$ cat src/rtl/ok_wire_in_bank.sv
// Multi-channel Wire In endpoint bank: host words land in staging registers and one
// ti_wireupdate moves all channels to ep_dataout together. Optional macro: WIREIN_CHANGE_EN.
module ok_wire_in_bank #(
  parameter int unsigned NUM_CH    = 4,
  parameter int unsigned CH_W      = 16,
  parameter logic [7:0]  BASE_ADDR = 8'h00,
  parameter int unsigned CNT_W     = 8
) (
  input  logic                     ti_clock,
  input  logic                     ti_reset_n,
  input  logic                     ti_reset,
  input  logic                     ti_write,
  input  logic [7:0]               ti_addr,
  input  logic [15:0]              ti_datain,
  input  logic                     ti_wireupdate,
  output logic [NUM_CH*CH_W-1:0]   ep_dataout,
  output logic [NUM_CH-1:0]        ep_changed,
  output logic [CNT_W-1:0]         ep_update_cnt,
  output logic                     ep_addr_hit
);

  localparam int unsigned WORDS     = (CH_W + 15) / 16;
  localparam int unsigned NUM_WORDS = NUM_CH * WORDS;

  if (32'(BASE_ADDR) + NUM_WORDS - 1 > 32'd255) begin : g_addr_check
    $error("ok_wire_in_bank: address map exceeds 8'hFF");
  end

  logic [NUM_CH-1:0][CH_W-1:0] stage_q;
  logic [NUM_CH-1:0][CH_W-1:0] stage_nxt;
  logic [NUM_CH-1:0][CH_W-1:0] dout_q;
  logic [7:0]                  off;
  logic                        hit;

  // Decode the write and build the post-write staging image (also feeds write-through).
  always_comb begin
    off       = ti_addr - BASE_ADDR;
    hit       = ti_write && (ti_addr >= BASE_ADDR) && (32'(off) < NUM_WORDS);
    stage_nxt = stage_q;
    if (hit) begin
      for (int unsigned c = 0; c < NUM_CH; c++) begin
        for (int unsigned b = 0; b < CH_W; b++) begin
          if (32'(off) == c * WORDS + b / 16) begin
            stage_nxt[c][b] = ti_datain[4'(b % 16)];
          end
        end
      end
    end
  end

  always_ff @(posedge ti_clock or negedge ti_reset_n) begin
    if (!ti_reset_n) begin
      stage_q       <= '0;
      dout_q        <= '0;
      ep_update_cnt <= '0;
      ep_addr_hit   <= 1'b0;
    end else if (ti_reset) begin
      stage_q       <= '0;
      dout_q        <= '0;
      ep_update_cnt <= '0;
      ep_addr_hit   <= 1'b0;
    end else begin
      stage_q     <= stage_nxt;
      ep_addr_hit <= hit;
      if (ti_wireupdate) begin
        dout_q        <= stage_nxt;
        ep_update_cnt <= ep_update_cnt + CNT_W'(1);
      end
    end
  end

  assign ep_dataout = dout_q;

`ifdef WIREIN_CHANGE_EN
  logic [NUM_CH-1:0] diff;
  logic [NUM_CH-1:0] changed_q;

  always_comb begin
    diff = '0;
    for (int unsigned c = 0; c < NUM_CH; c++) begin
      diff[c] = (stage_nxt[c] != dout_q[c]);
    end
  end

  // Reset-driven clears never pulse; each update produces its own pulse.
  always_ff @(posedge ti_clock or negedge ti_reset_n) begin
    if (!ti_reset_n) begin
      changed_q <= '0;
    end else if (ti_reset) begin
      changed_q <= '0;
    end else begin
      changed_q <= ti_wireupdate ? diff : '0;
    end
  end

  assign ep_changed = changed_q;
`else
  assign ep_changed = '0;
`endif

endmodule

$ cat config.mk
export PLATFORM = sky130hd
export DESIGN_NAME = ok_wire_in_bank
export DESIGN_NICKNAME = d
export VERILOG_FILES = /design/src/rtl/ok_wire_in_bank.sv
export SDC_FILE = /design/constraint.sdc
export NUM_CORES = 1
export LEC_CHECK = 0
export ABC_AREA = 1
export CELL_PAD_IN_SITES_DETAIL_PLACEMENT = 1
export CELL_PAD_IN_SITES_GLOBAL_PLACEMENT = 1
export CORE_UTILIZATION = 40
export DETAILED_ROUTE_END_ITERATION = 12
export GPL_ROUTABILITY_DRIVEN = 0
export HOLD_SLACK_MARGIN = 0.08
export PLACE_DENSITY = 0.85
export SLEW_MARGIN = 10
export SYNTH_ARGS = -nofsm -noshare
export SYNTH_HDL_FRONTEND = slang
export SYNTH_SLANG_ARGS = --single-unit
$ cat constraint.sdc
create_clock -name ti_clock -period 1.5 [get_ports ti_clock]
set_input_delay 0.225 -clock ti_clock [delete_from_list [all_inputs] [get_ports ti_clock]]
set_output_delay 0.225 -clock ti_clock [all_outputs]
set_load 0.01 [all_outputs]
==> summary.md, run 1 <==
| Metric | Value |
|---|---|
| Clock Skew | approximately 0.0037 ns |
| Total area of multi-input combinational cells | 0.00221 mm2 |
| Beginning of the worst hold path | ti_wireupdate |
| Area growth from synthesis to layout | 31.4% |
| Max-capacitance violation count | 0 |
| Area of the die | roughly 0.016 mm2 |
| Final Net Count | 862 |
| Run status | finished clean |
| RR Startpoint | ep_update_cnt[0] |
| CTS Root Buffer Type | clkbuf_16 |
| GR Overflow Total | 0 |
| Fraction of power consumed by the clock network | 48.5% |
| Width of the die | between 100 and 150 um |
| Setup violations, final | 0 |
| Routed wire per std cell | ~19 um |
| Number of antenna-violating nets in the routed design | 0 |
| Part of the cycle the worst path needs | a little over nine tenths |
| P per Cell Area | ~1000 mW/mm2 |
| Final routed wirelength across all metal layers | 19.6 mm |
| Achievable frequency | around 690 MHz |
| Relative contribution of combinational cells to total power | 7.8% |
| Clock-pin slew on the worst setup and hold paths | roughly 0.060 ns |
| Number of global-route vias before repair | roughly 6000 |
| Slew Viols, Final | 0 |
| Global-route wire length before repair | 32.0 mm |
| Signal arrival time at the worst endpoint | about 1.8 ns |
| Via count of the routed design | approximately 5600 |
| Ant diodes | 0 |
| Place WS | -0.372 ns |
| Number of remaining DRC errors | 0 |
| Crit start category | primary input |
| Antenna violations before repair | 0 |
| Area occupied by registers | between 0.003 and 0.004 mm2 |
| DRC violation total after the first TritonRoute iteration | between 200 and 300 |
| Pre-antenna DRT Iters | 4 |
| Setup repair after global routing missed its margin | true |
| Share of power burned in registers | 43.7% |
| Post-layout worst setup margin | approximately 0.044 ns |
| Count of input and output buffers | 101 |
| Worst Setup SP | ti_addr[3] |
| Flops & latches, synth | between 100 and 150 |
| Path type of the worst min-delay path | in2reg |
| Sequential area share after synthesis | 55.0% |
| I/O pin count | between 100 and 150 |
| Internal power component | ~6.6 mW |
| Mapped Area | 0.00623 mm2 |
| Type of the worst setup path | in2reg |
| Largest fanout on the critical path | 19 |
| Shortest period the worst path allows | between 1 and 1.5 ns |
| Sw Share | 23.4% |
| Mean area per synthesized cell | approximately 8.7 um2 |
| Starting density of the core | around 40% |
| Clock Path Buffers | 2 |
| Count of clock tree sinks | around 140 |
| Leakage Power | just under 5 nW |
| Crit end category | register |
| Switching Power | 2.01 mW |
| Count of mapped cells out of synthesis | 719 |
| Cell area after placement | between 0.007 and 0.008 mm2 |
| Share of cells above drive strength 1 | 11.0% |
| Core Box Area | approximately 0.015 mm2 |
| Combined global-route utilization of all metal layers | between 20% and 30% |
| Final Cell Area | between 0.008 and 0.009 mm2 |
| Final hold viol count | 0 |
| Std cell rows | 45 |
| Largest voltage drop on the vdd net | roughly 0.00087 V |
| Via count normalized by instance count | about 5.4 |
| Cts bufs inserted | 17 |
| Filler-free cell count of the finished design | 1033 |
| Smallest hold slack | 0.194 ns |
| Die Y-Extent | ~130 um |
| Placed cells | about 1000 |
| Clock latency of the later-clocked register in the worst-skew pair | 0.42 ns |
| Clock tree from TritonCTS | built |
| Maximum number of pins on one net before global-route repair | 68 |
| Detailed-placement wirelength estimate | between 10 and 15 mm |
| Required time at the worst-slack endpoint | approximately 1.9 ns |
| Post-synth cell types | 23 |
| Number of H-tree levels | 4 |
| Setup TNS after final layout | 0 ns |
| Yosys warns | 0 |
| Fill cell instance count of the final layout | around 1800 |
-- critical path: stages --
cell             delay, ns
clkdlybuf4s50_1       0.39
nor2_1                0.10
nand2_1               0.11
nor2_4                0.14
buf_12                0.18
nand2_2               0.23
nand2_1               0.16
nand4_1               0.16
nand2_1               0.10
-- logic make-up (layout without fill, tap and decap cells) --
kind of cell               Yosys count  after routing  share of synthesized area (%)
and+or+nand+nor                    432            432                           34.2
AOI/OAI and AO/OA                    7              7                          0.562
DFF                                137            137                           55.0
adders and majority gates            1              1                          0.201
other                                1              4                         0.0602
buffers and inverters              141            264                           9.92
-- layer usage --
layer	up-vias	share of wire [%]	global-route usage [%]
met5	-	0	0
met4	0	3.1	12.4
met3	44	5.8	6.03
met2	145	49	43.5
met1	2802	42	32.5
li1	2561	-	-
-- layout by cell type (no fill, tap or decap), types with 2 or more instances in the layout --
master,instances
nor2_1,10
nand4_1,66
nand2_2,3
clkbuf_1,3
nor3_1,4
o21ai_0,3
inv_2,4
and3_1,64
a21oi_1,3
dlygate4sd2_1,73
bufinv_16,2
nand3_1,59
clkbuf_16,17
inv_1,89
buf_12,14
nor2_4,5
clkbuf_8,4
nand2_1,209
nand3_2,10
dfrtp_1,137
clkinv_2,5
conb_1,4
buf_4,23
clkdlybuf4s50_1,26
-- cells in the mapped netlist --
| master | instances | area, um2 |
|---|---|---|
| buf_2 | 11 | 55.1 |
| clkbuf_1 | 18 | 67.6 |
| ha_1 | 1 | 12.5 |
| nand4_1 | 66 | 413 |
| buf_4 | 4 | 30.0 |
| dfrtp_1 | 137 | 3430 |
| and3_1 | 64 | 400 |
| buf_6 | 8 | 90.1 |
| buf_1 | 7 | 26.3 |
| nor3_1 | 5 | 25.0 |
| a21oi_1 | 3 | 15.0 |
| o21ai_1 | 1 | 5.00 |
| conb_1 | 1 | 3.75 |
| inv_2 | 4 | 15.0 |
| o21ai_0 | 3 | 15.0 |
| nand2_2 | 4 | 25.0 |
| nor2_4 | 4 | 45.0 |
| inv_1 | 89 | 334 |
| nor2_2 | 1 | 6.26 |
| nand2_1 | 209 | 785 |
| nand3_2 | 10 | 100 |
| nand3_1 | 59 | 295 |
| nor2_1 | 10 | 37.5 |
-- per-stage QoR --
step / util (%) / total power, mW
global route: 53.9 / 8.83
detailed placement: 50.3 / 4.47
finish: 53.9 / 8.59
global placement: 50.3 / 4.45
floorplan: - / 4.06
CTS: 53.7 / 8.61
-- area by class of cell --
type / instances / area share, %
multi-input combinational: 444 / 27.0
clock buffer: 24 / 6.01
sequential: 137 / 41.9
tap: 188 / 2.87
clock inverter: 8 / 1.13
inverter: 93 / 4.26
timing repair buffer: 139 / 16.8
-- power groups by stage --
stage / Sequential, mW / Clock, mW / Combinational (mW)
detailed placement: 3.83 / 0 / 0.640
finish: 3.75 / 4.17 / 0.669
global route: 3.75 / 4.37 / 0.718
global placement: 3.82 / 0 / 0.623
floorplan: 3.83 / 0 / 0.234
CTS: 3.75 / 4.20 / 0.666
-- final timing paths --
path	endpoint	slack, ns	depth (start not counted)
hold reg to reg	ep_dataout[41]	0.48	2
setup reg to reg	ep_update_cnt[4]	0.12	7
max in group asynchronous	stage_q[35]	0.59	3
min in group asynchronous	stage_q[40]	0.31	2
hold / removal	ep_dataout[24]	0.19	4
setup / recovery	ep_dataout[18]	0.04	9
-- registers in the layout, summed over array words and instances (netlist names) --
signal / count
ep_dataout: 64
ep_addr_hit: 1
stage_q: 64
ep_update_cnt: 8
-- repair_timing --
item                                    CTS  global route
endpoints found under the setup margin   73            14
pin swaps                                 0             1
buffers inserted                          3             1
hold endpoints to repair                 38             0
hold buffers                              1             0
gates resized for setup                  73             3
Power figures use the tool's default switching activity.
==> run 2, diff against run 1 <==
CORE_ASPECT_RATIO = 0.9   (was not set)
CORE_UTILIZATION = 43   (was 40)
PLACE_DENSITY = 0.9   (was 0.85)
clock period = 1.7 ns   (was 1.5 ns; I/O delays follow)
==> run 2 against run 1 <==
First-iteration DRC count is 39% higher. Worst setup slack worse by 0.0031 ns. Sequential share of layout area is 0.40 points lower. Global-route usage is 5.0 points higher. Power is 9.8% lower. Register-to-register slack better by 0.02 ns. Critical path depth is 8 lower. Core utilization is 5.0 points higher. Non-clock buffer count is 2 lower. Sequential power is 12% lower.
==> summary.md, run 2 (same netlist as run 1, synthesis figures left out) <==
| Metric | Value |
|---|---|
| Run status | finished clean |
| Worst path max stage delay | 0.57 ns (+0.18 ns) |
| Achievable frequency | ~600 MHz |
| Count of input and output buffers | 101 (unchanged) |
| Via count normalized by instance count | 5.60 (+4.1%) |
| Leading cell types in the layout, fill and taps excluded | 209 x nand2_1, 137 x dfrtp_1, 97 x clkdlybuf4s50_1, 89 x inv_1, 66 x nand4_1 |
| Clock latency of the later-clocked register in the worst-skew pair | 0.43 ns (about the same) |
| Crit end category | output port |
| Largest fanout on the critical path | 4 (-15) |
| Fill cell instance count of the final layout | 1607 (-9.9%) |
| Cell family with the largest share of critical-path delay | buffers and inverters |
| Number of global-route vias before repair | 6369 (+5.2%) |
| GR Overflow Total | 0 (unchanged) |
| P per Cell Area | 937 mW/mm2 (-11%) |
| Slowest stage cell on the critical path | clkdlybuf4s50_1 |
| Finished Core Util | 58.8% (+5.0 points) |
| Number of H-tree levels | 4 (unchanged) |
| Largest voltage drop on the vdd net | 0.000673 V (-23%) |
| Ant diodes | 0 (unchanged) |
| Std cell rows | 41 (-8.9%) |
| Area growth from synthesis to layout | 32.7% |
| Critical path buffers and inverters | 1 (-1) |
| Clock Path Buffers | 2 (unchanged) |
| Crit start category | register |
| Required time at the worst-slack endpoint | 1.44 ns (-0.42 ns) |
| Clock tree from TritonCTS | built |
| Starting density of the core | 44.3% (+3.3 points) |
| Type of the worst setup path | reg2out |
| Die Y-Extent | 116 um (-8.4%) |
| Placed cells | 1001 (+0.50%) |
| Setup repair after global routing missed its margin | false |
| Leakage Power | 4.51 nW (-6.9%) |
| Part of the cycle the worst path needs | 97.6% |
| Routed wire per std cell | 20.9 um (+10%) |
| Max-capacitance violation count | 0 (unchanged) |
| Shortest period the worst path allows | 1.66 ns |
| Global-route wire length before repair | 34.8 mm (+8.5%) |
| Path type of the worst min-delay path | in2reg |
| Setup violations, final | 0 (unchanged) |
| Clock-pin slew on the worst setup and hold paths | 0.06 ns (about the same) |
| Antenna violations before repair | 0 (unchanged) |
| Slew Viols, Final | 0 (unchanged) |
| Maximum number of pins on one net before global-route repair | 53 (-22%) |
| CP Cell Sequence | clkdlybuf4s50_1 |
| Width of the die | 129 um (+1.6%) |
| Final routed wirelength across all metal layers | 21.6 mm (+11%) |
| Signal arrival time at the worst endpoint | 1.40 ns (-0.41 ns) |
| Filler-free cell count of the finished design | 1036 (+0.29%) |
| Most frequent standard cell in the layout excluding fill and tap cells | nand2_1 |
| Area of the die | 0.0150 mm2 (-6.9%) |
| Via count of the routed design | 5797 (+4.4%) |
| Core Box Area | 0.0141 mm2 (-7.5%) |
| Cts bufs inserted | 17 (unchanged) |
| I/O pin count | 106 (unchanged) |
| Final Net Count | 860 (-0.23%) |
| Number of antenna-violating nets in the routed design | 0 (unchanged) |
| Share of cells above drive strength 1 | 10.9% (-0.093 points) |
| DRC violation total after the first TritonRoute iteration | 406 (+39%) |
| Detailed-placement wirelength estimate | 13.9 mm (+8.8%) |
| Number of remaining DRC errors | 0 (unchanged) |
| Pre-antenna DRT Iters | 7 (+3) |
| Combined global-route utilization of all metal layers | 31.3% (+5.0 points) |
| Clock Skew | 0.00802 ns (+0.00433 ns) |
| CTS Root Buffer Type | clkbuf_16 |
| Count of clock tree sinks | 137 (unchanged) |
| Final hold viol count | 0 (unchanged) |
[run 2: routing by layer]
layer	GRT usage (%)	part of all wire (%)	vias to the layer above
met4	17.1	4.0	0
met1	37.3	40	2926
met3	7.60	6.1	73
li1	-	-	2560
met5	0	0	-
met2	52.5	50	238
[run 2: layout make-up]
class | count | area, um2 | area share, %
clock inverter | 12 | 146 | 1.77
tap | 193 | 241 | 2.92
timing repair buffer | 137 | 1440 | 17.4
inverter | 93 | 349 | 4.22
sequential | 137 | 3430 | 41.5
multi-input combinational | 444 | 2200 | 26.6
clock buffer | 20 | 467 | 5.65
[run 2: worst reg2reg max path, stage by stage (launching register included)]
cell and delay, ns:
dfrtp_1 0.41, ha_1 0.24, inv_1 0.07, nor3_1 0.28, nand2_1 0.13, o21ai_0 0.22
a21oi_1 0.08
[run 2: timing repair]
action	in CTS	in global routing
hold buffers	1	0
resized for setup	0	2
buffers inserted	1	1
gates cloned	0	0
hold endpoints to repair	43	0
setup endpoints to repair	1	3
[run 2: worst paths after layout]
check | start | endpoint | cells after the start | slack [ns]
max in group asynchronous | ti_reset_n | stage_q[48] | 3 | 0.78
min in group asynchronous | ti_reset_n | ep_dataout[25] | 2 | 0.34
hold reg to reg | ep_dataout[38] | ep_dataout[38] | 2 | 0.48
setup / recovery | ep_update_cnt[7] | ep_update_cnt[7] | 1 | 0.04
hold / removal | ti_wireupdate | ep_update_cnt[7] | 4 | 0.22
setup reg to reg | ep_update_cnt[0] | ep_update_cnt[4] | 6 | 0.14
[run 2: through the flow]
stage / hold slack, ns / instance area, um2 / setup WS [ns] / TNS (ns) / power (mW)
2_1_floorplan: -0.0406 / 6240 / 0.423 / 0 / 3.58
3_3_place_gp: 0.222 / 7620 / -0.0821 / -2.97 / 3.90
3_5_place_dp: 0.231 / 7620 / -0.168 / -11.00 / 3.93
4_1_cts: 0.210 / 8250 / 0.000661 / 0 / 7.78
5_1_grt: 0.252 / 8270 / 0.00861 / 0 / 7.93
6_report: 0.225 / 8270 / 0.0414 / 0 / 7.75
[run 2: power by group]
group          switching (mW)  total, mW  leakage, nW  internal [mW]
combinational           0.373      0.577         2.30          0.204
sequential             0.0267       3.31         1.91           3.29
clock                    1.44       3.86        0.298           2.41
==> run 3, diff against run 2 <==
SKIP_LAST_GASP = 1   (was not set)
==> results of run 3 <==
Same layout as run 2: the final DEF is identical, and so are final timing and power.
